===== config.mk =====
export PLATFORM = sky130hd
export DESIGN_NAME = seg7_scan_driver
export DESIGN_NICKNAME = d
export VERILOG_FILES = /design/src/rtl/seg7_scan_driver.sv
export SDC_FILE = /design/constraint.sdc
export NUM_CORES = 1
export LEC_CHECK = 0
export CORE_ASPECT_RATIO = 1.1
export CORE_MARGIN = 2
export CORE_UTILIZATION = 43
export CTS_CLUSTER_DIAMETER = 50
export CTS_CLUSTER_SIZE = 14
export DETAILED_ROUTE_END_ITERATION = 12
export PLACE_DENSITY_LB_ADDON = 0.15
export SLEW_MARGIN = 25
export SYNTH_ARGS = -nofsm -noshare
export SYNTH_HDL_FRONTEND = slang
export SYNTH_SLANG_ARGS = --single-unit

===== constraint.sdc =====
create_clock -name clk_50M -period 5.2 [get_ports clk_50M]
set_input_delay 1.04 -clock clk_50M [delete_from_list [all_inputs] [get_ports clk_50M]]
set_output_delay 1.04 -clock clk_50M [all_outputs]
set_load 0.1 [all_outputs]

===== src/rtl/seg7_scan_driver.sv =====
// Scans eight hex digits onto common-anode 7-segment displays, with leading-zero blanking, guard time and rollover blink.
// Latency: anode/seg are registered from the scan counters (1 cycle); shadow->active transfer happens only at frame end.
// Backpressure: none; update/rollover strobes are accepted every cycle and scanning never stalls.
module seg7_scan_driver #(
  parameter int CLK_HZ       = 50000000,
  parameter int SCAN_HZ      = 1000,
  parameter int GUARD        = 16,
  parameter int BLINK_FRAMES = 250
) (
  input  logic        clk_50M,
  input  logic        reset,
  input  logic [31:0] digits_in,
  input  logic        update,
  input  logic        lz_en,
  input  logic        rollover,
  output logic [7:0]  anode,
  output logic [7:0]  seg,
  output logic        frame_done
);

  localparam int DIV = CLK_HZ / SCAN_HZ;
  localparam int PW  = (DIV > 1) ? $clog2(DIV) : 1;
  localparam int BW  = (BLINK_FRAMES > 0) ? $clog2(BLINK_FRAMES + 1) : 1;

  localparam logic [PW-1:0] PRE_LAST   = PW'(DIV - 1);
  localparam logic [PW-1:0] PRE_GUARD  = PW'(GUARD);
  localparam logic [BW-1:0] BLINK_LOAD = BW'(BLINK_FRAMES);

  logic [PW-1:0] r_pre;
  logic [2:0]    r_idx;
  logic [31:0]   r_shadow;
  logic [31:0]   r_active;
  logic [BW-1:0] r_blink;
  logic [7:0]    r_anode;
  logic [7:0]    r_seg;
  logic          r_frame_done;

  logic          w_slot_end;
  logic          w_frame_end;
  logic [3:0]    w_digit;
  logic [7:0]    w_upper_zero;
  logic          w_blanked;
  logic          w_anode_on;
  logic [7:0]    w_anode_next;
  logic [6:0]    w_hex;

  assign w_slot_end  = (r_pre == PRE_LAST);
  assign w_frame_end = w_slot_end && (r_idx == 3'd7);
  assign w_digit     = r_active[{r_idx, 2'b00} +: 4];

  // w_upper_zero[k] is set when digits k..7 of the displayed value are all zero
  assign w_upper_zero[7] = (r_active[31:28] == 4'd0);
  for (genvar k = 0; k < 7; k++) begin : g_zero_chain
    assign w_upper_zero[k] = w_upper_zero[k+1] && (r_active[4*k +: 4] == 4'd0);
  end

  // digit 0 is never blanked so an all-zero value still shows a single "0"
  assign w_blanked  = lz_en && (r_idx != 3'd0) && w_upper_zero[r_idx];
  assign w_anode_on = (r_pre >= PRE_GUARD) && (r_blink == '0) && !w_blanked;

  // one-hot active-low anode for the current slot, all off during guard/blink/blank
  always_comb begin
    w_anode_next = 8'hFF;
    if (w_anode_on) begin
      w_anode_next[r_idx] = 1'b0;
    end
  end

  // hex to active-low {g,f,e,d,c,b,a}
  always_comb begin
    w_hex = 7'h7F;
    case (w_digit)
      4'h0: w_hex = 7'h40;
      4'h1: w_hex = 7'h79;
      4'h2: w_hex = 7'h24;
      4'h3: w_hex = 7'h30;
      4'h4: w_hex = 7'h19;
      4'h5: w_hex = 7'h12;
      4'h6: w_hex = 7'h02;
      4'h7: w_hex = 7'h78;
      4'h8: w_hex = 7'h00;
      4'h9: w_hex = 7'h10;
      4'hA: w_hex = 7'h08;
      4'hB: w_hex = 7'h03;
      4'hC: w_hex = 7'h46;
      4'hD: w_hex = 7'h21;
      4'hE: w_hex = 7'h06;
      4'hF: w_hex = 7'h0E;
      default: w_hex = 7'h7F;
    endcase
  end

  // slot prescaler and digit index; both restart from zero on reset
  always_ff @(posedge clk_50M) begin
    if (reset) begin
      r_pre <= '0;
      r_idx <= 3'd0;
    end else if (w_slot_end) begin
      r_pre <= '0;
      r_idx <= r_idx + 3'd1;
    end else begin
      r_pre <= r_pre + PW'(1);
    end
  end

  // shadow captures on update; active only follows shadow at frame end so a frame is never torn
  always_ff @(posedge clk_50M) begin
    if (reset) begin
      r_shadow <= 32'd0;
      r_active <= 32'd0;
    end else begin
      if (update) begin
        r_shadow <= digits_in;
      end
      if (w_frame_end) begin
        r_active <= r_shadow;
      end
    end
  end

  // blink frame counter: rollover (re)loads and beats the frame-end decrement
  always_ff @(posedge clk_50M) begin
    if (reset) begin
      r_blink <= '0;
    end else if (rollover) begin
      r_blink <= BLINK_LOAD;
    end else if (w_frame_end && (r_blink != '0)) begin
      r_blink <= r_blink - BW'(1);
    end
  end

  // registered outputs
  always_ff @(posedge clk_50M) begin
    if (reset) begin
      r_anode      <= 8'hFF;
      r_seg        <= 8'hFF;
      r_frame_done <= 1'b0;
    end else begin
      r_anode      <= w_anode_next;
      r_seg        <= {1'b1, w_hex};
      r_frame_done <= w_frame_end;
    end
  end

  assign anode      = r_anode;
  assign seg        = r_seg;
  assign frame_done = r_frame_done;

endmodule

# Word-level counts from Yosys, hierarchy flattened
# Memories as Yosys holds them, arrays and structs flattened. A register that Yosys moved wholly into a read port is not among the register bits.
# Index checks and enable logic that the tools add are counted.
# word_totals
reg_bits,101
rom_bits,112
in_bits,37
out_inout_bits,17
word_cells,57
n_memories,1
# memory_table
name,words,word_bits,read_ports,rd_ports_with_merged_regs,write_ports,line,text
(name not given),16,7,1,1,0,72,case (w_digit)
# op_classes
addsub,3
order_cmp,3
eq_ne,2
shifts,1
mux,6
bitwise,2
reduce_logical,30
# ops
cell,count
$logic_not A4 Y1,8
$shiftx A32 B6 Y4,1
$add A16 B1 Y16 const B,1
$eq A16 B16 Y1 const B,1
$ge A16 B5 Y1 const B,1
$mux W8,2
$logic_and A1 B1 Y1,14
$logic_not A8 Y1,1
$not A8 Y8,1
$reduce_bool A8 Y1,1
$sub A8 B1 Y8 const B,1
$reduce_or A2 Y1,3
$lt A3 B4 Y1 const B,1
$add A3 B1 Y3 const B,1
$bmux W1 S3,1
$demux W1 S3,1
$eq A3 B3 Y1 const B,1
$ge A3 B1 Y1 const B,1
$reduce_bool A3 Y1,1
$mux W1,2
$reduce_bool A2 Y1,1
$logic_not A1 Y1,1
$not A1 Y1,1

# Depth between registers and ports, before layout
# Gate-level depths: netlist of run 1.
# logic_depth
depth_word,15
depth_mapped,9

# Worst setup path after synthesis of run 1
# No wires, ideal clock.
# synth_timing
path_type,register to register
startpoint,register r_idx[0]
endpoint,"register r_seg[0], in the netlist seg[0]"
arrival_time_ns,2.111
required_time_ns,5.073
path_slack_ns,2.961
stages_incl_launch_ff,9
n_path_buf,2
synth_period_minus_slack_ns,2.239
path_cell_list,dfxtp_1 > buf_6 > buf_12 > mux4_2 > mux2i_1 > inv_1 > ha_1 > nor4_2 > nor4_1
# synth_between
elab_chain_len,1
# synth_lines
item,line,text
start: declaration,30,logic [2:0] r_idx;
start signal: assignment,100,r_idx <= r_idx + 3'd1;
$shiftx A32 B6 Y4,49,"assign w_digit = r_active[{r_idx, 2'b00} +: 4];"
end: declaration,35,logic [7:0] r_seg;
# Every way passes these cells.
# A chain may end at the register's enable or synchronous reset.

# Final worst setup path of run 1
# layout_timing
startpoint,"register r_frame_done, in the netlist frame_done"
endpoint,output port frame_done
# layout_rtl
item,line,text
start: declaration,36,logic r_frame_done;
start signal: assignment,141,r_frame_done <= w_frame_end;
end: declaration,18,output logic frame_done
# No word-level cell between the ends.

==> impl_results.md, run 1 <==
* Routed wire length at 9.61 mm
* DIE WIDTH at 104 um
* TritonCTS Buffers at 9
* Worst endpoint required time at 4.16 ns
* Clk Latency, worst-skew pair at 0.35 ns
* Crit. End Element: primary output
* Fin Clk Skew at 0.00999 ns
* Status: finished clean
* Post-synth EDFFs at 0
* Gr usage total at 16.5%
* Worst Max-Slew Pin Slew at 0.980 ns
* Area Growth Syn to Fin at 17.3%
* Diode count at 0
* Pwr dens at 290 nW/um2
* Syn nets at 559
* GRT Residual Overflow at 0
* Synth Register Bits at 107
* Vias at 3541
* First-pass GRT wire length at 16.0 mm
* Syn avg cell area at 9.25 um2
* RSZ-0062 raised after global routing: false
* Final antenna-violating net count at 0
* CP max FO at 1
* Pins over their slew limit at 0
* Initial antenna violation count at 0
* WS Path Type: reg2out
* Worst IR Drop VDD at 0.000126 V
* Crit path buffers/inverters at 1
* Die height at 114 um
* Total Power at 0.00160 W
* Min-delay worst type: reg2reg
* Slew Limit Headroom at 34.5%
* Top cells by area, synth: dfxtp_1 45%, mux2i_1 8.5%, nand2_1 6.0%
* Num ports at 54
* Vias/cell at 5.09
* Post-synth top area cell: dfxtp_1
* Worst Path Arrival at 1.79 ns
* Clock transition at path regs at 0.07 ns
* Utilization after layout at 51.1%
* CP cell instances: clkdlybuf4s50_1
* Mapped Area at 4710 um2
* Final net count at 594
* Clock root buffer: clkbuf_16
* Minimum clock period at 2.83 ns
* Die area at 11800 um2
* # DRC at 0
* Port Buffers at 52
* Top_reg_cell synth: dfxtp_1
* CP top delay family: buffers and inverters
* Number of synthesis warnings at 0
* Synth top area share at 45.5%
* Core ar. at 10800 um2
* Site Rows at 40
* First drt pass iteration count at 5
* H-tree depth at 3
* Leak at 2.10 nW
* Period utilization at 54.5%
* Fill cells at 1069
* # resized after CTS at 0
* Slowest-stage cell, CP: clkdlybuf4s50_1
* Gate Count Post-Synth at 509
* GP Congestion at 0.836
* Worst path max stage delay at 1.13 ns
* CTS tree: done
* Detail Placement HPWL at 6.69 mm
* Cts-stage hold buffer count at 0
* Setup tns final at 0 ns
* Pin count of the biggest net entering global routing at 56
* Vias in the first global route at 3286
* Fmax at 353 MHz
* Initial DRC Count at 162
* Post-CTS setup buffers at 0
* Worst-case clock buffer depth at 2
* Final setup fails at 0
* Hold Violations, Final at 0
* Wire per inst at 13.8 um
* Worst setup SP type: flop
* Initial Utilization at 43.6%
* Distinct cells, synth at 56
* Ys async rst share at 0%
* Share of layout cells above drive strength 1 at 7.65%
* Hold slack at 0.458 ns
* # clock sinks at 107
* Max-Cap Viols at 0
* Sequential-to-total area share from yosys stat at 45.5%
[where the power goes]
group	internal, W	leakage [nW]	switching [W]
Sequential	0.000842	0.873	0.0000130
Clock	0.000337	0.133	0.000293
Combinational	0.0000524	1.10	0.0000641
[cells in the mapped netlist, drive strengths merged, types with 2 or more instances]
master and n:
a21oi 39, nand2 75, a31oi 4, mux2 3
mux2i 41, nand3 15, o311ai 2, nand4 8
mux4 6, nor2 61, ha 13, inv 15
xnor2 12, nor4b 2, o21ai 7, or4 2
o31a 2, and4 2, or3 3, nor4 17
o211ai 3, clkbuf 9, nor3 10, dfxtp 107
o221ai 3, and3 10, buf 20, xor2 7
[layout make-up]
| type | instances | area (um2) | share of cell area [%] |
|---|---|---|---|
| Clock buffer | 12 | 246 | 4.46 |
| Clock inverter | 4 | 26.3 | 0.476 |
| Inverter | 15 | 56.3 | 1.02 |
| Multi-Input combinational cell | 358 | 2350 | 42.6 |
| Sequential cell | 107 | 2140 | 38.8 |
| Tap cell | 147 | 184 | 3.33 |
| Timing Repair Buffer | 53 | 518 | 9.38 |
[worst min-delay path, stage by stage, from the launching register on]
cell	delay [ns]
dfxtp_1	0.31
nand2_1	0.05
a21oi_1	0.05
[path summary, 6_finish.rpt]
path | start | endpoint | slack (ns) | cells past startpoint
worst min register to register | r_shadow[13]$_SDFFE_PP0P_ | r_active[13]$_SDFFE_PP0P_ | 0.46 | 2
worst max-delay path | frame_done$_SDFF_PP0_ | frame_done | 2.37 | 1
worst min-delay path | r_shadow[13]$_SDFFE_PP0P_ | r_active[13]$_SDFFE_PP0P_ | 0.46 | 2
worst max register to register | r_idx[0]$_SDFFE_PP0P_ | seg[0]$_SDFF_PP1_ | 2.52 | 6
[stage by stage]
| stage | setup slack (ns) | std cells | cell area (um2) |
|---|---|---|---|
| after floorplan | 2.96 | 509 | 4710 |
| after global placement | 2.57 | 680 | 5250 |
| after detailed placement | 2.48 | 680 | 5250 |
| after CTS | 2.36 | 696 | 5520 |
| after global routing | 2.26 | 696 | 5520 |
| final | 2.37 | 696 | 5520 |
[cell usage in the layout (no fill, tap or decap), types with 2 or more instances in the layout]
cell	count
xor2_1	7
o211ai_1	3
clkdlybuf4s50_1	50
o31a_1	2
nor2_1	61
o311ai_0	2
o221ai_1	2
inv_1	14
nor4b_1	2
o21ai_0	4
nand4_1	7
or3_1	3
clkinv_2	2
nor3_1	9
dfxtp_1	107
nand2_1	75
ha_1	13
o21ai_1	2
clkbuf_16	9
or4_1	2
nor4_1	14
mux2i_1	40
a21oi_1	39
nor4_2	2
xnor2_1	12
and3_1	9
clkbuf_1	2
buf_2	2
mux4_2	6
a31oi_1	4
nand3_1	14
[flip-flops by register name, summed over array words and instances (netlist names)]
name,count
seg,7
r_pre,16
anode,8
r_blink,8
frame_done,1
r_idx,3
r_active,32
r_shadow,32
[routing by layer]
metal	track usage (%)	vias up	share of wire [%]	wire, um
li1	-	1843	-	-
met1	22.8	1624	51	4880
met2	25.6	60	44	4220
met3	2.97	14	3.4	326
met4	7.30	0	1.8	176
met5	0	-	0	0
[cells by family (layout without fill, tap and decap cells)]
| logic type | count (synthesis) | in the layout | share of synthesized area (%) |
|---|---|---|---|
| AOI/OAI and AO/OA | 67 | 67 | 9.06 |
| xor gates and xnor gates | 19 | 19 | 3.53 |
| adders and majority gates | 13 | 13 | 3.45 |
| buffers and inverters | 44 | 84 | 4.68 |
| DFF | 107 | 107 | 45.5 |
| muxes | 50 | 50 | 12.6 |
| other | 1 | 1 | 0.0796 |
| and+or+nand+nor | 208 | 208 | 21.0 |
Power figures use the tool's default switching activity.
==> run 2: changes to the inputs <==
Clock period 5.2 ns to 2.5 ns, I/O delays scaled along.
==> impl_results.md, run 2 (synthesis gave the netlist of run 1 again) <==
* DIE WIDTH at 104 um (unchanged)
* Placed Instances at 689 (+1.3%)
* TritonCTS Buffers at 9 (unchanged)
* Pwr dens at 653 nW/um2 (+130%)
* Die area at 11800 um2 (unchanged)
* Combinational power share at 6.6% (-0.7 points)
* Post-CTS setup buffers at 0 (unchanged)
* Crit. End Element: flop
* Clock power frac at 45.1% (+5.7 points)
* Detail Placement HPWL at 6.91 mm (+3.3%)
* Min-delay worst type: reg2reg
* Vias/cell at 5.15 (+1.2%)
* Area Growth Syn to Fin at 19.9%
* CP max FO at 16 (+15)
* RSZ-0062 raised after global routing: false
* CP top delay family: compound AO/OA/AOI/OAI gates
* Vias at 3630 (+2.5%)
* Slew Limit Headroom at 60.9% (+26 points)
* Core ar. at 10800 um2 (unchanged)
* Initial antenna violation count at 0 (unchanged)
* Final setup fails at 0 (unchanged)
* Vias in the first global route at 3524 (+7.2%)
* # DRC at 0 (unchanged)
* Reg-to-reg setup timing slack at 0.26 ns (-2.26 ns)
* Hold Violations, Final at 0 (unchanged)
* Worst setup margin at 0.259 ns (-2.11 ns)
* Fmax at 446 MHz
* Status: finished clean
* Leak at 2.20 nW (+4.6%)
* Cell Int Power at 0.00286 W (+130%)
* Routing usage on met2 at 27.9% (+2.3 points)
* First drt pass iteration count at 4 (-1)
* Site Rows at 40 (unchanged)
* Routed wire length at 9.85 mm (+2.5%)
* Fin Clk Skew at 0.00478 ns (-0.00521 ns)
* Max-Cap Viols at 0 (unchanged)
* CTS tree: done
* Clk Latency, worst-skew pair at 0.35 ns (about the same)
* GR peak layer: met2
* Met1 Track Usage GR at 23.5% (+0.79 points)
* DP Worst Slack at 0.267 ns (-2.22 ns)
* Sw frac at 22.3% (-0.80 points)
* Worst IR Drop VDD at 0.000280 V (+120%)
* WS Path Type: reg2reg
* Period utilization at 89.6%
* Clock root buffer: clkbuf_16
* Minimum clock period at 2.24 ns
* Final antenna-violating net count at 0 (unchanged)
* Worst-case clock buffer depth at 2 (unchanged)
* Worst path max stage delay at 0.70 ns (-0.43 ns)
* Slowest-stage cell, CP: dfxtp_1
* Initial DRC Count at 126 (-22%)
* H-tree depth at 3 (unchanged)
* Clock transition at path regs at 0.07 ns (about the same)
* Fill cells at 1037 (-3.0%)
* Worst Max-Slew Pin Slew at 0.586 ns (-0.394 ns)
* Worst Path Arrival at 2.47 ns (+0.68 ns)
* Port Buffers at 52 (unchanged)
* Setup tns final at 0 ns (unchanged)
* Flop pwr share at 48.3% (-5.1 points)
* Final net count at 603 (+1.5%)
* Most frequent cells in the layout: 106 x dfxtp_1, 75 x nand2_1, 61 x nor2_1
* Gr usage total at 17.6% (+1.1 points)
* GP Congestion at 0.860 (+2.9%)
* Net load switching power at 0.000822 W (+120%)
* Commonest non-fill, non-tap cell in the layout: dfxtp_1
* Wire per inst at 14.0 um (+1.2%)
* Num ports at 54 (unchanged)
* Crit path buffers/inverters at 0 (-1)
* Diode count at 0 (unchanged)
* GRT Residual Overflow at 0 (unchanged)
* Fin cells at 705 (+1.3%)
* Pin count of the biggest net entering global routing at 41 (-27%)
* Largest regs: r_active (32), r_shadow (32), r_pre (16)
* Die height at 114 um (unchanged)
* Worst endpoint required time at 2.73 ns (-1.43 ns)
* Worst setup SP type: flop
* First-pass GRT wire length at 16.9 mm (+5.8%)
* # clock sinks at 107 (unchanged)
* Initial Utilization at 43.6% (unchanged)
* Share of layout cells above drive strength 1 at 12.2% (+4.5 points)
* Pins over their slew limit at 0 (unchanged)
* Met3 Use GR at 3.71% (+0.74 points)
* CP cell instances: mux2i_1 -> o21ai_0 -> a32oi_4 -> nor4b_1 -> nor4_1
-- run 2: path summary, 6_finish.rpt --
kind / start / end / cells after the start
max reg2reg: r_idx[1]$_SDFFE_PP0P_ / seg[0]$_SDFF_PP1_ / 5
min reg2reg: r_shadow[20]$_SDFFE_PP0P_ / r_active[20]$_SDFFE_PP0P_ / 2
min: r_shadow[20]$_SDFFE_PP0P_ / r_active[20]$_SDFFE_PP0P_ / 2
max: r_idx[1]$_SDFFE_PP0P_ / seg[0]$_SDFF_PP1_ / 5
-- run 2: repair_timing --
item,in CTS,in global routing
hold buffers,0,0
gates resized for setup,0,1
hold endpoints to repair,0,0
setup endpoints to repair,0,1
-- run 2: layout make-up --
| class | instances | area (um2) | area share (%) |
|---|---|---|---|
| clock buffer | 9 | 225 | 3.99 |
| timing repair buffer | 62 | 558 | 9.89 |
| tap | 147 | 184 | 3.26 |
| sequential | 107 | 2140 | 38.0 |
| inverter | 15 | 56.3 | 0.998 |
| multi-input combinational | 358 | 2350 | 41.6 |
| clock inverter | 7 | 130 | 2.31 |
-- run 2: power groups by stage --
| stage | sequential [W] | combinational, W | clock [W] |
|---|---|---|---|
| global placement | 0.00182 | 0.000242 | 0 |
| CTS | 0.00178 | 0.000247 | 0.00171 |
| global route | 0.00178 | 0.000266 | 0.00178 |
| detailed placement | 0.00182 | 0.000245 | 0 |
| finish | 0.00178 | 0.000244 | 0.00166 |
| floorplan | 0.00185 | 0.000120 | 0 |
-- run 2: layer usage --
metal	wire length [um]	share of wire [%]
met3	310	3.1
met1	4890	50
met5	0	0
met2	4510	46
met4	136	1.4
-- run 2: through the flow --
stage,utilization (%),hold WS (ns),total power [W],area (um2)
2_1_floorplan,-,0.430,0.00197,4710
3_3_place_gp,48.9,0.440,0.00206,5290
3_5_place_dp,48.9,0.451,0.00206,5290
4_1_cts,52.2,0.462,0.00373,5640
5_1_grt,52.2,0.484,0.00383,5640
6_report,52.2,0.461,0.00368,5640
-- run 2: worst register-to-register path, delay by kind of cell, from the launching register on --
| kind | cells | cell delay, ns |
|---|---|---|
| mux | 1 | 0.30 |
| compound gates | 2 | 0.71 |
| simple gates | 2 | 0.42 |
| flops | 1 | 0.70 |
==> run 3: changes to the inputs <==
==> constraint.sdc (replaced) <==
create_clock -name clk_50M -period 2.5 [get_ports clk_50M]
set_input_delay 0.25 -clock clk_50M [delete_from_list [all_inputs] [get_ports clk_50M]]
set_output_delay 0.25 -clock clk_50M [all_outputs]
set_load 0.1 [all_outputs]
==> impl_results.md, run 3 (synthesis gave the netlist of run 1 again) <==
* Minimum clock period at 2.22 ns (-0.0173 ns)
* Slew Limit Headroom at 37.7% (-23 points)
* Min-delay worst type: in2reg
* Cts-stage hold buffer count at 0 (unchanged)
* Gr usage total at 17.0% (-0.66 points)
* Num ports at 54 (unchanged)
* Clk Latency, worst-skew pair at 0.35 ns (about the same)
* Vias at 3599 (-0.85%)
* Final net count at 602 (-0.17%)
* DIE WIDTH at 104 um (unchanged)
* Port Buffers at 52 (unchanged)
* H-tree depth at 3 (unchanged)
* Worst setup margin at 0.277 ns (+0.0173 ns)
* GP Congestion at 0.866 (+0.66%)
* Worst IR Drop VDD at 0.000280 V (-0.16%)
* Clock transition at path regs at 0.07 ns (about the same)
* CTS tree: done
* Die area at 11800 um2 (unchanged)
* Worst Max-Slew Pin Slew at 0.934 ns (+0.348 ns)
* CP top delay family: compound AO/OA/AOI/OAI gates
* Wire per inst at 13.7 um (-1.7%)
* Hold Violations, Final at 0 (unchanged)
* Pins over their slew limit at 0 (unchanged)
* Hold slack at 0.237 ns (-0.224 ns)
* Area Growth Syn to Fin at 18.2%
* Most frequent cells in the layout: 106 x dfxtp_1, 75 x nand2_1, 61 x nor2_1
* RSZ-0062 raised after global routing: false
* Largest regs: r_active (32), r_shadow (32), r_pre (16)
* Vias in the first global route at 3390 (-3.8%)
* # DRC at 0 (unchanged)
* Initial antenna violation count at 0 (unchanged)
* Pin count of the biggest net entering global routing at 41 (unchanged)
* Commonest non-fill, non-tap cell in the layout: dfxtp_1
* Crit. End Element: flop
* Site Rows at 40 (unchanged)
* Max-Cap Viols at 0 (unchanged)
* Slowest-stage cell, CP: dfxtp_1
* Worst Path Arrival at 2.45 ns (-0.02 ns)
* Detail Placement HPWL at 6.92 mm (+0.13%)
* Worst-case clock buffer depth at 2 (unchanged)
* WS Path Type: reg2reg
* First drt pass iteration count at 4 (unchanged)
* CP max FO at 16 (unchanged)
* Pwr dens at 609 nW/um2 (-6.6%)
* Leak at 2.16 nW (-2.0%)
* Core ar. at 10800 um2 (unchanged)
* Worst setup SP type: flop
* CP cell instances: mux2i_1 -> o21ai_0 -> a32oi_4 -> nor4b_1 -> nor4_1
* Initial DRC Count at 121 (-4.0%)
* First-pass GRT wire length at 16.1 mm (-4.5%)
* Routed wire length at 9.67 mm (-1.8%)
* Fin Clk Skew at 0.00695 ns (+0.00217 ns)
* Final antenna-violating net count at 0 (unchanged)
* Fmax at 450 MHz (+0.78%)
* GRT Residual Overflow at 0 (unchanged)
* # clock sinks at 107 (unchanged)
* Worst endpoint required time at 2.73 ns (about the same)
* Share of layout cells above drive strength 1 at 12.0% (-0.16 points)
* Fill cells at 1067 (+2.9%)
* Initial Utilization at 43.6% (unchanged)
* Status: finished clean
* Die height at 114 um (unchanged)
* Diode count at 0 (unchanged)
* Register area at 2140 um2 (unchanged)
* Worst path max stage delay at 0.69 ns (about the same)
* TritonCTS Buffers at 9 (unchanged)
* Clock root buffer: clkbuf_16
* Vias/cell at 5.11 (-0.71%)
* Crit path buffers/inverters at 0 (unchanged)
* Setup tns final at 0 ns (unchanged)
* Final setup fails at 0 (unchanged)
* DP Worst Slack at 0.282 ns (+0.0151 ns)
* Period utilization at 88.9% (-0.69 points)
* Area occupied by multi-input gates at 2350 um2 (unchanged)
==> run 3: changes by cell type in the layout (fill, tap and decap cells not counted), sizes merged <==
cell / change
clkinv: +4
clkinvlp: +1
inv: -2
buf: -1
bufinv: -3
==> run 3: stage by stage <==
step	instances	utilization, %	cell area (um2)	total power, W
floorplan	509	-	4710	0.00197
global placement	688	48.7	5270	0.00206
detailed placement	688	48.7	5270	0.00206
CTS	704	51.4	5560	0.00344
global route	704	51.5	5560	0.00353
finish	704	51.5	5560	0.00339
==> run 3: final timing paths <==
kind / startpoint / endpoint / slack (ns) / cells after the start
hold reg to reg: r_shadow[20]$_SDFFE_PP0P_ / r_active[20]$_SDFFE_PP0P_ / 0.46 / 2
hold / removal: reset / r_blink[4]$_SDFFE_PP0P_ / 0.24 / 2
setup / recovery: r_idx[1]$_SDFFE_PP0P_ / seg[0]$_SDFF_PP1_ / 0.28 / 5
setup reg to reg: r_idx[1]$_SDFFE_PP0P_ / seg[0]$_SDFF_PP1_ / 0.28 / 5
==> run 3: final cells by class <==
class	count	area share (%)
Inverter	15	1.01
Clock buffer	9	4.05
Tap cell	147	3.31
Multi-Input combinational cell	358	42.2
Sequential cell	107	38.5
Clock inverter	7	1.26
Timing Repair Buffer	61	9.67
==> run 3: power by group <==
part	leakage [nW]	internal (W)	total (W)	switching, W
Combinational	1.14	0.000109	0.000241	0.000132
Sequential	0.874	0.00175	0.00178	0.0000268
Clock	0.141	0.000700	0.00137	0.000672
Total	2.16	0.00256	0.00339	0.000831
==> run 3: layer usage <==
metal	routed length [um]	share of wire, %	track usage, %	up-vias
met2	4360	45	27.5	61
met3	338	3.5	4.29	7
met4	118	1.2	6.13	0
met5	0	0	0	-
met1	4850	50	22.2	1673
li1	-	-	-	1858
==> run 3: repair_timing <==
item                                    in CTS  in global routing
endpoints found under the setup margin       0                  1
setup buffers                                0                  0
gates resized for setup                      0                  1
